==> config.mk <==
export PLATFORM = sky130hd
export DESIGN_NAME = ahb_cmd_fifo
export DESIGN_NICKNAME = d
export VERILOG_FILES = /design/src/rtl/ahb_cmd_fifo_pkg.sv /design/src/rtl/ahb_cmd_fifo_sync_fifo.sv /design/src/rtl/ahb_cmd_fifo.sv
export SDC_FILE = /design/constraint.sdc
export NUM_CORES = 1
export LEC_CHECK = 0
export BUFFER_PORTS_ARGS = -buffer_cell sky130_fd_sc_hd__buf_2
export CAP_MARGIN = 10
export CORE_ASPECT_RATIO = 0.8
export CORE_MARGIN = 2
export CORE_UTILIZATION = 25
export CTS_BUF_LIST = sky130_fd_sc_hd__clkbuf_2
export CTS_CLUSTER_DIAMETER = 40
export DETAILED_ROUTE_END_ITERATION = 8
export HOLD_SLACK_MARGIN = 0.15
export SLEW_MARGIN = 15
export SYNTH_ARGS = -nofsm -noshare
export SYNTH_HDL_FRONTEND = slang
export SYNTH_SLANG_ARGS = --single-unit
==> constraint.sdc <==
create_clock -name HCLK -period 10.4 [get_ports HCLK]
set_clock_uncertainty 0.05 [all_clocks]
set_input_delay 1.56 -clock HCLK [delete_from_list [all_inputs] [get_ports HCLK]]
set_output_delay 1.56 -clock HCLK [all_outputs]
set_load 0.02 [all_outputs]
==> src/rtl/ahb_cmd_fifo_pkg.sv <==
// ---------------------------------------------------------------------------
// ahb_pkg
//   Shared definitions for the AHB command FIFO slave: HTRANS encodings,
//   register offsets decoded from HADDR[3:2], STATUS field positions and a
//   helper that packs the STATUS word.
// ---------------------------------------------------------------------------
package ahb_pkg;

  typedef enum logic [1:0] {
    HTRANS_IDLE   = 2'b00,
    HTRANS_BUSY   = 2'b01,
    HTRANS_NONSEQ = 2'b10,
    HTRANS_SEQ    = 2'b11
  } htrans_e;

  typedef enum logic [1:0] {
    REG_DATA   = 2'd0,
    REG_STATUS = 2'd1,
    REG_CTRL   = 2'd2,
    REG_RSVD   = 2'd3
  } regSel_e;

  localparam int STAT_EMPTY_BIT = 0;
  localparam int STAT_FULL_BIT  = 1;
  localparam int STAT_COUNT_LSB = 2;
  localparam int STAT_COUNT_W   = 14;

  // STATUS = {16'h0, count (14 bits), full, empty}
  function automatic logic [31:0] packStatus(input logic [STAT_COUNT_W-1:0] count,
                                             input logic full,
                                             input logic empty);
    logic [31:0] s;
    s = '0;
    s[STAT_EMPTY_BIT] = empty;
    s[STAT_FULL_BIT]  = full;
    s[STAT_COUNT_LSB +: STAT_COUNT_W] = count;
    return s;
  endfunction

endpackage

==> src/rtl/ahb_cmd_fifo_sync_fifo.sv <==
// ---------------------------------------------------------------------------
// sync_fifo
//   Single-clock FIFO with a registered storage array and a combinational
//   head read, so the head word is visible the cycle after it is written.
//
//   Ports:
//     HCLK, HRESETn    clock, asynchronous active-low reset
//     i_push, i_din    write a word (ignored when full)
//     i_pop            drop the head word (ignored when empty)
//     i_flush          empty the FIFO; overrides push and pop
//     o_dout           head word, 0 while empty
//     o_full, o_empty  occupancy flags
//     o_count          number of stored words, 0..DEPTH
// ---------------------------------------------------------------------------
module sync_fifo #(
  parameter int DEPTH = 8,
  parameter int WIDTH = 32
) (
  input  logic                       HCLK,
  input  logic                       HRESETn,
  input  logic                       i_push,
  input  logic                       i_pop,
  input  logic                       i_flush,
  input  logic [WIDTH-1:0]           i_din,
  output logic [WIDTH-1:0]           o_dout,
  output logic                       o_full,
  output logic                       o_empty,
  output logic [$clog2(DEPTH):0]     o_count
);

  localparam int AW = $clog2(DEPTH);
  localparam int CW = AW + 1;

  logic [WIDTH-1:0] r_mem [DEPTH];
  logic [AW-1:0]    r_wrPtr;
  logic [AW-1:0]    r_rdPtr;
  logic [CW-1:0]    r_count;

  logic w_doPush;
  logic w_doPop;

  assign o_full   = (r_count == CW'(DEPTH));
  assign o_empty  = (r_count == '0);
  assign o_count  = r_count;
  // Forcing the head to 0 while empty gives a clean 0 on the stream after reset
  assign o_dout   = o_empty ? '0 : r_mem[r_rdPtr];

  assign w_doPush = i_push & ~o_full  & ~i_flush;
  assign w_doPop  = i_pop  & ~o_empty & ~i_flush;

  // Storage carries no reset; the empty mask above hides stale contents
  always_ff @(posedge HCLK) begin
    if (w_doPush) begin
      r_mem[r_wrPtr] <= i_din;
    end
  end

  // Pointers wrap naturally because DEPTH is a power of two
  always_ff @(posedge HCLK or negedge HRESETn) begin
    if (!HRESETn) begin
      r_wrPtr <= '0;
      r_rdPtr <= '0;
      r_count <= '0;
    end else if (i_flush) begin
      r_wrPtr <= '0;
      r_rdPtr <= '0;
      r_count <= '0;
    end else begin
      if (w_doPush) begin
        r_wrPtr <= r_wrPtr + AW'(1);
      end
      if (w_doPop) begin
        r_rdPtr <= r_rdPtr + AW'(1);
      end
      case ({w_doPush, w_doPop})
        2'b10:   r_count <= r_count + CW'(1);
        2'b01:   r_count <= r_count - CW'(1);
        default: r_count <= r_count;
      endcase
    end
  end

endmodule

==> src/rtl/ahb_cmd_fifo.sv <==
// ---------------------------------------------------------------------------
// ahb_cmd_fifo
//   AHB-Lite slave that buffers 32-bit command words for the vector graphics
//   core. Writes to DATA push into a FIFO, the core drains it through a
//   valid/ready stream, and a write to DATA while full is held with wait
//   states rather than dropped.
//
//   Ports:
//     HCLK, HRESETn            bus clock, asynchronous active-low reset
//     HSEL, HADDR, HTRANS,
//     HWRITE, HSIZE, HWDATA,
//     HREADY                   AHB-Lite slave inputs (HSIZE unused)
//     HREADYOUT, HRDATA        AHB-Lite slave outputs
//     cmd_valid, cmd_data      head of FIFO toward the core
//     cmd_ready                core accepts the head word
// ---------------------------------------------------------------------------
module ahb_cmd_fifo
  import ahb_pkg::*;
#(
  parameter int DEPTH = 8,
  parameter int CW    = $clog2(DEPTH) + 1
) (
  input  logic        HCLK,
  input  logic        HRESETn,
  input  logic        HSEL,
  input  logic [31:0] HADDR,
  input  logic [1:0]  HTRANS,
  input  logic        HWRITE,
  input  logic [2:0]  HSIZE,
  input  logic [31:0] HWDATA,
  input  logic        HREADY,
  output logic        HREADYOUT,
  output logic [31:0] HRDATA,
  output logic        cmd_valid,
  output logic [31:0] cmd_data,
  input  logic        cmd_ready
);

  logic    r_wrPend;
  logic    r_rdPend;
  regSel_e r_regSel;

  logic          w_accept;
  logic          w_push;
  logic          w_flush;
  logic          w_full;
  logic          w_empty;
  logic [CW-1:0] w_count;
  logic          w_unused;

  assign w_unused = ^{HSIZE, HADDR[31:4], HADDR[1:0]};

  assign w_accept = HSEL & HREADY &
                    ((HTRANS == HTRANS_NONSEQ) | (HTRANS == HTRANS_SEQ));

  // Address-phase capture. The pipeline only advances when HREADY is high;
  // while the bus is stalled the pending data phase must be held, otherwise
  // a write stalled on a full FIFO would be lost.
  always_ff @(posedge HCLK or negedge HRESETn) begin
    if (!HRESETn) begin
      r_wrPend <= 1'b0;
      r_rdPend <= 1'b0;
      r_regSel <= REG_DATA;
    end else if (HREADY) begin
      r_wrPend <= w_accept &  HWRITE;
      r_rdPend <= w_accept & ~HWRITE;
      if (w_accept) begin
        r_regSel <= regSel_e'(HADDR[3:2]);
      end
    end
  end

  // Stall only a DATA write that finds the FIFO full; registered state only,
  // so the stall releases the cycle after a pop clears full
  assign HREADYOUT = ~(r_wrPend & (r_regSel == REG_DATA) & w_full);

  // Data-phase actions fire on the edge that ends the data phase
  assign w_push  = r_wrPend & (r_regSel == REG_DATA) & ~w_full & HREADY;
  assign w_flush = r_wrPend & (r_regSel == REG_CTRL) & HWDATA[0] & HREADY;

  always_comb begin
    HRDATA = '0;
    if (r_rdPend && (r_regSel == REG_STATUS)) begin
      HRDATA = packStatus(STAT_COUNT_W'(w_count), w_full, w_empty);
    end
  end

  assign cmd_valid = ~w_empty;

  sync_fifo #(
    .DEPTH (DEPTH),
    .WIDTH (32)
  ) u_fifo (
    .HCLK    (HCLK),
    .HRESETn (HRESETn),
    .i_push  (w_push),
    .i_pop   (cmd_ready),
    .i_flush (w_flush),
    .i_din   (HWDATA),
    .o_dout  (cmd_data),
    .o_full  (w_full),
    .o_empty (w_empty),
    .o_count (w_count)
  );

endmodule

After elaboration in Yosys (flattened, before gate mapping):

Memory sizes are Yosys's and may differ from the RTL's.
Cells that the tools add are included.

* bits of input ports: 75
* output and inout port bits: 66
* bits in writable memories: 256
* flip-flop bits (word level): 14
* memories: 1

* eq/ne operators: 7
* add/sub/neg operators: 4
* bitwise operators: 21
* mux-type cells: 10
* reduce and logical (&&, ||, !) cells: 7

Memory list
* u_fifo.r_mem: depth 8, bits a word 32, rd ports 1, clocked after Yosys merged registers in 0, write ports 1, line ahb_cmd_fifo_sync_fifo.sv:34 `logic [WIDTH-1:0] r_mem [DEPTH];`

Operator list (count)
* $mux 32: 1
* $and 1x1->1: 15
* $mux 3: 4
* $eq 2x2->1 const B: 4
* $pmux 4 s2: 1
* $add 3x1->3 const B: 2
* $mux 6: 1
* $not 1->1: 5
* $add 4x1->4 const B: 1
* $eq 2x1->1 const B: 2
* $eq 4x4->1 const B: 1
* $logic_not 4->1: 1
* $mux 4: 1
* $reduce_bool 2->1: 2
* $sub 4x1->4 const B: 1
* $reduce_bool 3->1: 1
* $logic_not 2->1: 1
* $mux 1: 2
* $reduce_and 2->1: 1
* $logic_and 1x1->1: 1
* $or 1x1->1: 1

Depth between registers and ports, before layout:

Gate-level depths: netlist (run 1).

* word-level depth: 9
* mapped depth: 12
* gate-level depth less buffers: 11

Cells and area by module:

From an unflattened synthesis (run 1), not the netlist that was laid out.

* cells, all modules: 543
* area total of the unflattened synthesis: 10831.6 sq um

Modules (own cells, without submodules)
* sync_fifo: instances 1, area an instance 10392.5 sq um, cells each 490
* ahb_cmd_fifo: instances 1, area an instance 439.2 sq um, cells each 53

Least setup slack after synthesis (run 1):

OpenSTA, ideal clock, no wires.

* path kind: in2reg
* start point: input port HREADY
* end point: memory u_fifo.r_mem[0][0], enable pin
* cell stages on the path: 4
* data arrival time: 5.112 ns
* setup slack: 4.737 ns
* cells stage by stage: clkbuf_1 -> nand3_2 -> buf_6 -> nor4_1

* cells in the longest elaborated chain, start to end: 5

Ends and longest elaborated chain
* start: declaration: line ahb_cmd_fifo.sv:31 `input logic HREADY,`
* $and 1x1->1, on equally long branches: line ahb_cmd_fifo.sv:78, ahb_cmd_fifo.sv:79
* $and 1x1->1 / $not 1->1 (equally long branches): line ahb_cmd_fifo_sync_fifo.sv:48 `assign w_doPush = i_push & ~o_full & ~i_flush;`
* $and 1x1->1 (*): line ahb_cmd_fifo_sync_fifo.sv:48
* $mux 1 (*): line ahb_cmd_fifo_sync_fifo.sv:53 `if (w_doPush) begin`
* $mux 1 (not written as such) (*): line ahb_cmd_fifo_sync_fifo.sv:54 `r_mem[r_wrPtr] <= i_din;`
* end: declaration: line ahb_cmd_fifo_sync_fifo.sv:34

Mark *: on every way between the ends. The rest lies on a longest branch, timed or not.

Final worst setup path (run 1):

* start point: register u_fifo.r_rdPtr[0]
* end point: output port cmd_data[14]

* cells in the longest elaborated chain, start to end: 2

Ends and longest elaborated chain
* start: declaration: line ahb_cmd_fifo_sync_fifo.sv:36 `logic [AW-1:0] r_rdPtr;`
* start signal: assignment: line ahb_cmd_fifo_sync_fifo.sv:73 `r_rdPtr <= r_rdPtr + AW'(1);`
* $mem_v2 8x32
* $mux 32: line ahb_cmd_fifo_sync_fifo.sv:46 `assign o_dout = o_empty ? '0 : r_mem[r_rdPtr];`
* end: declaration: line ahb_cmd_fifo.sv:35 `output logic [31:0] cmd_data,`

Every way passes these cells.

==> metrics.md, run 1 <==
| Metric | Value |
|---|---|
| Row cnt | 68 |
| Hold Crit Class | register to register |
| Most instantiated cells after synthesis | edfxtp_1 (256), mux4_2 (64), nor2_1 (43) |
| Sequential share of power | 45.5% |
| Die area | 44890 µm² |
| # DRC | 0 |
| Delay of the slowest critical-path stage | 0.83 ns |
| Final cycle utilization of the critical path | 50.13% |
| Cell Pwr Density | 234.9 nW/µm² |
| CP max FO | 38 |
| Final net count | 752 |
| Hpwl dp | 12960 µm |
| Post-CTS resize count | 0 |
| Switching Fraction | 34.67% |
| Combinational power share | 30.3% |
| End point of the critical path | cmd_data[14] |
| Cell taking the most area after synthesis | edfxtp_1 |
| First-pass GRT wire length | 35220 µm |
| Via/cell ratio | 4.230 |
| CTS tree | built |
| Post-synthesis cell type count | 38 |
| Dpl cells | 1159 |
| DRT antenna net count | 0 |
| Placed Area | 11820 µm² |
| Setup TNS | 0 ns |
| Startpoint Class | register |
| Drt initial violations | 329 |
| Avg Inst Size Synth | 20.38 µm² |
| Max Clk Rate | 191.8 MHz |
| Area share of the largest cell type after synthesis | 71.18% |
| Gate Count Post-Synth | 530 |
| Initial antenna violation count | 6 |
| Root buf cell | clkbuf_2 |
| Initial core utilization | 25.19% |
| Final Non-Filler Cells | 1274 |
| Sw Pwr | 1012 µW |
| IO Count | 141 |
| Layout fillers | 4310 |
| RePlAce Congestion | 0.6943 |
| Critical path required time | 8.79 ns |
| Leak | 0.004268 µW |
| Crit. Startpoint | u_fifo.r_rdPtr[0]$_DFFE_PN0P_ |
| Count leader, synth | edfxtp_1 |
| Fraction of layout cells with a size suffix above 1 | 38.82% |
| Worst Tran Pin Value | 0.8744 ns |
| Top post-synthesis cells by area | edfxtp_1 (71%), mux4_2 (13%), dfrtp_1 (3.2%), mux2i_1 (3.2%), buf_4 (2.2%) |
| CP arrival | 3.60 ns |
| Worst r2r path cells | 11 |
| Run status | complete, no violations |
| # setup viols final | 0 |
| Average wire per standard cell | 18.47 µm |
| Vias in the first global route | 5742 |
| R2R Path End | u_fifo.o_count[3]$_DFFE_PN0P_ |
| Fin crit period | 5.213 ns |
| Total GRT Usage | 10.74% |
| Clk pwr share | 24.2% |
| Maxcap violations | 0 |
| Core Footprint | 42880 µm² |
| Largest net degree at the start of global routing | 39 |
| Setup bufs post-CTS | 0 |
| # hold bufs at CTS | 0 |
| Final Cell Area | 12430 µm² |
| Die X-Extent | 236.4 µm |
| Post-synth EDFFs | 256 |
| Num CTS Buffers | 70 |
| DR pass1 iterations | 4 |
| IO Port Bufs | 80 |
| RSZ-0062 raised after global routing | no |
| Pint | 1907 µW |
| CTS Sinks | 270 |
| Seq/Total Area, Yosys | 74.42% |
| H-tree Lvls | 3 |
| Endpoint class of the critical path | primary output |
| Max Buffers Root-to-Sink | 3 |
| Async set-reset flop share out of synthesis | 5.185% |
| Final Slew Violations | 0 |
| Die height | 189.9 µm |
| Max_slew headroom | 41.71% |
| Slowest-stage cell, CP | dfrtp_4 |
| Maximum vdd drop | 0.0001265 V |
| Total grt overflow | 0 |
| Warnings from Yosys | 0 |
| Reg2Reg Setup Slack | 7.23 ns |
| Via count | 5389 |
| Cell Area, Synth | 10800 µm² |
| Fin. Hold Viols | 0 |
| Drt total wl | 23530 µm |
| Insertion delay to the later sink of the worst-skew pair | 0.87 ns |
| Crit path kind | register to primary output |
| R2r startpoint | u_fifo.o_count[1]$_DFFE_PN0P_ |
| Yosys reg bits | 270 |
| P&R area growth vs syn | 15.05% |
| Post-synth top flop | edfxtp_1 |
| Crit-path cells | buf_4, mux4_2, mux2i_1, nor2_1, buf_2 |
| Worst-path clk slew | 0.09 ns |
==> cell usage in the layout, fill, tap and decap left out, types with 2 or more instances in the layout <==
master,count
clkinv_1,12
clkinv_2,5
and2_1,4
mux4_2,64
clkbuf_2,92
dfrtp_2,2
o21ai_0,4
inv_2,2
mux2i_1,34
mux2_2,2
buf_2,80
edfxtp_1,256
buf_4,15
nor3_2,4
nand2_1,6
o211ai_1,2
inv_1,4
xor2_1,4
nor3b_1,2
nor2_1,40
conb_1,26
dfrtp_1,11
nand3_1,5
ha_1,6
diode_2,3
a21oi_1,3
nand2b_1,3
nand4_1,4
nor2_4,3
bufinv_16,2
==> power by group through the flow <==
stage / clock network, µW / logic, µW / registers, µW
global route: 799 / 962 / 1340
finish: 706 / 883 / 1330
detailed placement: 0 / 906 / 1360
floorplan: 0 / 736 / 1260
CTS: 744 / 908 / 1340
global placement: 0 / 898 / 1360
==> final cells by class <==
cell class / instances / area, µm² / area share [%]
Sequential cell: 270 / 8044 / 64.74
Clock inverter: 20 / 133.9 / 1.077
Timing Repair Buffer: 95 / 513.0 / 4.128
Inverter: 5 / 18.77 / 0.1510
Tap cell: 560 / 700.7 / 5.639
Multi-Input combinational cell: 229 / 2547 / 20.50
Antenna cell: 3 / 7.507 / 0.06042
Clock buffer: 92 / 460.4 / 3.706
==> cell families after synthesis <==
family | count (synthesis) | share of synthesized area (%)
xor gates and xnor gates | 5 | 0.4054
AOI/OAI and AO/OA | 12 | 0.6951
DFF | 270 | 74.42
buffers and inverters | 56 | 3.313
muxes | 100 | 16.71
adders and majority gates | 6 | 0.6951
other | 1 | 0.03472
and+or+nand+nor | 80 | 3.730
==> flip-flops by register name, summed over array words and instances, names as in the netlist <==
name            count
u_fifo.r_rdPtr      3
u_fifo.o_count      4
r_wrPend            1
u_fifo.r_wrPtr      3
u_fifo.r_mem      256
r_rdPend            1
r_regSel            2
==> through the flow <==
| stage | util, % | power (µW) | setup slack (ns) | hold slack, ns |
|---|---|---|---|---|
| 2_1_floorplan | - | 1996 | 4.737 | 0.4516 |
| 3_3_place_gp | 27.57 | 2256 | 5.957 | 0.4755 |
| 3_5_place_dp | 27.57 | 2267 | 5.935 | 0.4857 |
| 4_1_cts | 28.96 | 2988 | 4.870 | 0.3638 |
| 5_1_grt | 28.97 | 3105 | 4.725 | 0.3765 |
| 6_report | 28.98 | 2918 | 5.187 | 0.5008 |
==> critical path: cells and delay by family (launching register included) <==
kind                   cells  cell delay, ns
multiplexers               2            0.83
buffers and inverters      2            0.95
AND/OR/NAND/NOR            1            0.09
flip-flops                 1            0.83
==> layer usage <==
layer  global-route usage, %  vias to the layer above  share of wire, %
met3                   4.063                       60               6.3
met4                   4.187                        6               2.2
met5                       0                        -              0.14
met1                   13.15                     2756                44
li1                        -                     2406                 -
met2                   17.24                      161                48
==> worst min path at each step <==
stage / start / to / slack (ns) / cells past startpoint
global placement: r_wrPend$_DFFE_PN0P_ / r_wrPend$_DFFE_PN0P_ / 0.48 / 2
finish: r_wrPend$_DFFE_PN0P_ / r_wrPend$_DFFE_PN0P_ / 0.50 / 2
floorplan: r_wrPend$_DFFE_PN0P_ / r_wrPend$_DFFE_PN0P_ / 0.45 / 2
CTS: HRESETn / r_regSel[0]$_DFFE_PN0P_ / 0.36 / 1
detailed placement: r_wrPend$_DFFE_PN0P_ / r_wrPend$_DFFE_PN0P_ / 0.49 / 2
global route: HRESETn / u_fifo.o_count[1]$_DFFE_PN0P_ / 0.38 / 1
Power figures use the tool's default switching activity.
==> run 2, diff against run 1 <==
--- a/config.mk
+++ b/config.mk
@@ -5,6 +5,7 @@
 export SDC_FILE = /design/constraint.sdc
 export NUM_CORES = 1
 export LEC_CHECK = 0
+export ABC_AREA = 1
 export BUFFER_PORTS_ARGS = -buffer_cell sky130_fd_sc_hd__buf_2
 export CAP_MARGIN = 10
 export CORE_ASPECT_RATIO = 0.8
==> constraint.sdc (replaced) <==
create_clock -name HCLK -period 5.1 [get_ports HCLK]
set_clock_uncertainty 0.05 [all_clocks]
set_input_delay 0.765 -clock HCLK [delete_from_list [all_inputs] [get_ports HCLK]]
set_output_delay 0.765 -clock HCLK [all_outputs]
set_load 0.02 [all_outputs]
==> metrics.md, run 2 <==
| Metric | Value |
|---|---|
| RePlAce Congestion | 0.7345 (+5.8%) |
| Die X-Extent | 246.5 µm (+4.3%) |
| Setup TNS | 0 ns (unchanged) |
| Commonest non-fill, non-tap cells in the layout | nor2_1 (331), edfxtp_1 (256), nand2_1 (219) |
| Startpoint Class | register |
| Setup bufs post-CTS | 0 (unchanged) |
| Max Clk Rate | 257.0 MHz |
| Cell Area, Synth | 11760 µm² (+8.9%) |
| P&R area growth vs syn | 17.32% |
| Total GRT Usage | 11.27% (+0.53 points) |
| Drt initial violations | 561 (+71%) |
| Largest register FFs | 256 (unchanged) |
| Initial core utilization | 25.17% (about the same) |
| Max_slew headroom | 21.26% (-20 points) |
| Worst Tran Pin Value | 1.177 ns (+0.3026 ns) |
| Layout fillers | 4913 (+14%) |
| Final net count | 1381 (+84%) |
| Crit path kind | register to primary output |
| DR pass1 iterations | 5 (+1) |
| First-pass GRT wire length | 41830 µm (+19%) |
| Post-synth EDFFs | 256 (unchanged) |
| Core Footprint | 46730 µm² (+9.0%) |
| Row cnt | 71 (+4.4%) |
| CP max FO | 40 (+5.3%) |
| Worst Hold Depth | 2 (unchanged) |
| Slowest-stage cell, CP | inv_2 |
| Initial antenna violation count | 2 (-4) |
| Avg Inst Size Synth | 10.37 µm² (-49%) |
| # DRC | 0 (unchanged) |
| IO Port Bufs | 80 (unchanged) |
| Worst r2r path cells | 15 (+4) |
| Placed Area | 12730 µm² (+7.7%) |
| Worst hold start | u_fifo.o_count[2]$_DFFE_PN0P_ |
| Max Buffers Root-to-Sink | 3 (unchanged) |
| Total grt overflow | 0 (unchanged) |
| Leak | 0.005642 µW (+32%) |
| Endpoint class of the critical path | primary output |
| Final cycle utilization of the critical path | 76.29% |
| Final Cell Area | 13800 µm² (+11%) |
| CTS tree | built |
| Largest Register | u_fifo.r_mem |
| H-tree Lvls | 3 (unchanged) |
| CTS Sinks | 270 (unchanged) |
| Top post-synthesis cells by area | edfxtp_1 (65%), nor2_1 (11%), nand2_1 (7.0%), dfrtp_1 (3.0%), inv_1 (2.7%) |
| Maximum vdd drop | 0.0004252 V (+240%) |
| Insertion delay to the later sink of the worst-skew pair | 0.88 ns (about the same) |
| Post-CTS resize count | 0 (unchanged) |
| Commonest non-fill, non-tap cell in the layout | nor2_1 |
| Die area | 48810 µm² (+8.7%) |
| Setup WS pre-CTS | 2.015 ns (-3.920 ns) |
| CP arrival | 3.08 ns (-0.52 ns) |
| Cell Pwr Density | 480.2 nW/µm² (+100%) |
| R2R Path End | u_fifo.o_count[2]$_DFFE_PN0P_ |
| Drt total wl | 27110 µm (+15%) |
| Count leader, synth | nor2_1 |
| Fin. Hold Viols | 0 (unchanged) |
| Worst-path clk slew | 0.08 ns (about the same) |
| Post-synth top flop | edfxtp_1 |
| Hpwl dp | 15010 µm (+16%) |
| Warnings from Yosys | 0 (unchanged) |
| Die height | 198.0 µm (+4.3%) |
| Area share of the largest cell type after synthesis | 65.35% (-5.8 points) |
| Worst Hold End | u_fifo.o_count[2]$_DFFE_PN0P_ |
| Num CTS Buffers | 71 (+1.4%) |
| Critical path required time | 4.28 ns (-4.51 ns) |
| Cell taking the most area after synthesis | edfxtp_1 |
| Reg2Reg Setup Slack | 1.96 ns (-5.27 ns) |
| Seq/Total Area, Yosys | 68.33% (-6.1 points) |
| Via/cell ratio | 4.091 (-3.3%) |
| # hold bufs at CTS | 45 (+45) |
| IO Count | 141 (unchanged) |
| Gate Count Post-Synth | 1134 (+110%) |
| Final Slew Violations | 0 (unchanged) |
| Hold Crit Class | register to register |
| Run status | complete, no violations |
| RSZ-0062 raised after global routing | no |
| Critical Path Most Common Cell | nor2_1 |
| Final WS setup | 1.209 ns (-3.978 ns) |
| # setup viols final | 0 (unchanged) |
| Multi-input logic area | 3007 µm² (+18%) |
| Maxcap violations | 0 (unchanged) |
| Fin crit period | 3.891 ns |
| Post-synthesis cell type count | 27 (-29%) |
| Vias in the first global route | 7669 (+34%) |
| Root buf cell | clkbuf_2 |
| Most instantiated cells after synthesis | nor2_1 (331), edfxtp_1 (256), nand2_1 (219) |
| Delay of the slowest critical-path stage | 0.71 ns (-0.12 ns) |
| DRT antenna net count | 0 (unchanged) |
| Crit-path cells | inv_2, buf_4, nor2_1, o21ai_1, nand2_1, nor2_1, nor2_1, buf_2 |
| R2r startpoint | u_fifo.o_count[0]$_DFFE_PN0P_ |
| Largest net degree at the start of global routing | 196 (+400%) |
| Via count | 8027 (+49%) |
| Async set-reset flop share out of synthesis | 5.185% (unchanged) |
| Fraction of layout cells with a size suffix above 1 | 17.00% (-22 points) |
| Average wire per standard cell | 13.82 µm (-25%) |
| Yosys reg bits | 270 (unchanged) |
| Sequential cell area | 8044 µm² (unchanged) |
run 2: changes by cell type in the layout (fill, tap and decap cells not counted), sizes merged, moves of 45 or more:
cell	change
nor2	+289
inv	+86
nand2	+214
o21ai	+65
mux4	-64
dlygate4sd3	+45
run 2: cells by family (layout without fill, tap and decap cells):
logic type / after synthesis / after routing / synth area share, %
adders and majority gates: 6 / 6 / 0.6382
other: 1 / 27 / 0.03188
buffers and inverters: 167 / 349 / 7.244
AOI/OAI and AO/OA: 73 / 73 / 3.127
xor gates and xnor gates: 4 / 4 / 0.2979
and+or+nand+nor: 613 / 613 / 20.33
DFF: 270 / 270 / 68.33
run 2: how the worst max path moves through the flow:
| stage | start | to | slack (ns) | cells after the start |
|---|---|---|---|---|
| 3_5_place_dp | u_fifo.o_count[0]$_DFFE_PN0P_ | u_fifo.o_count[2]$_DFFE_PN0P_ | 2.01 | 15 |
| 3_3_place_gp | HREADY | u_fifo.o_count[2]$_DFFE_PN0P_ | 2.09 | 13 |
| 4_1_cts | u_fifo.r_rdPtr[1]$_DFFE_PN0P_ | cmd_data[11] | 1.01 | 8 |
| 5_1_grt | u_fifo.r_rdPtr[1]$_DFFE_PN0P_ | cmd_data[9] | 0.85 | 8 |
| 2_1_floorplan | HREADY | u_fifo.r_mem[4][0]$_DFFE_PP_ | 1.13 | 5 |
| 6_report | u_fifo.r_rdPtr[1]$_DFFE_PN0P_ | cmd_data[11] | 1.21 | 8 |
run 2: where the power goes:
part	switching, µW	internal [µW]	leakage [µW]
clock	857	632	0.000481
combinational	1780	804	0.00269
sequential	91.6	2460	0.00247
run 2: metrics by stage:
step | std cells | total power, µW | hold WS, ns | util, %
floorplan | 1159 | 4527 | 0.4194 | -
CTS | 1961 | 6755 | 0.4875 | 29.53
detailed placement | 1802 | 5201 | 0.4856 | 27.25
finish | 1962 | 6627 | 0.5523 | 29.53
global placement | 1802 | 5170 | 0.4700 | 27.25
global route | 1962 | 7177 | 0.5484 | 29.53
run 2: critical path, delay by kind of cell (launching register included):
| kind | cells | cell delay (ns) |
|---|---|---|
| DFF | 1 | 0.41 |
| buffers and inverters | 3 | 1.35 |
| and+or+nand+nor | 4 | 0.36 |
| AOI/OAI and AO/OA | 1 | 0.08 |
run 2: final cells by class:
type                    instances  share of cell area [%]
multi-input cells             722                   21.79
inverters                      89                   2.421
diodes                          1                 0.01813
well taps                     620                   5.622
flip-flops and latches        270                   58.29
repair buffers                146                   7.399
clock buffers                 103                   3.736
clock inverters                11                  0.7254
run 2: routing by layer:
metal	routed length (µm)	share of wire [%]	track usage (%)
met1	13070	48	15.19
met2	11950	44	17.17
met3	1557	5.7	3.280
met4	513	1.9	4.150
met5	13	0.048	0
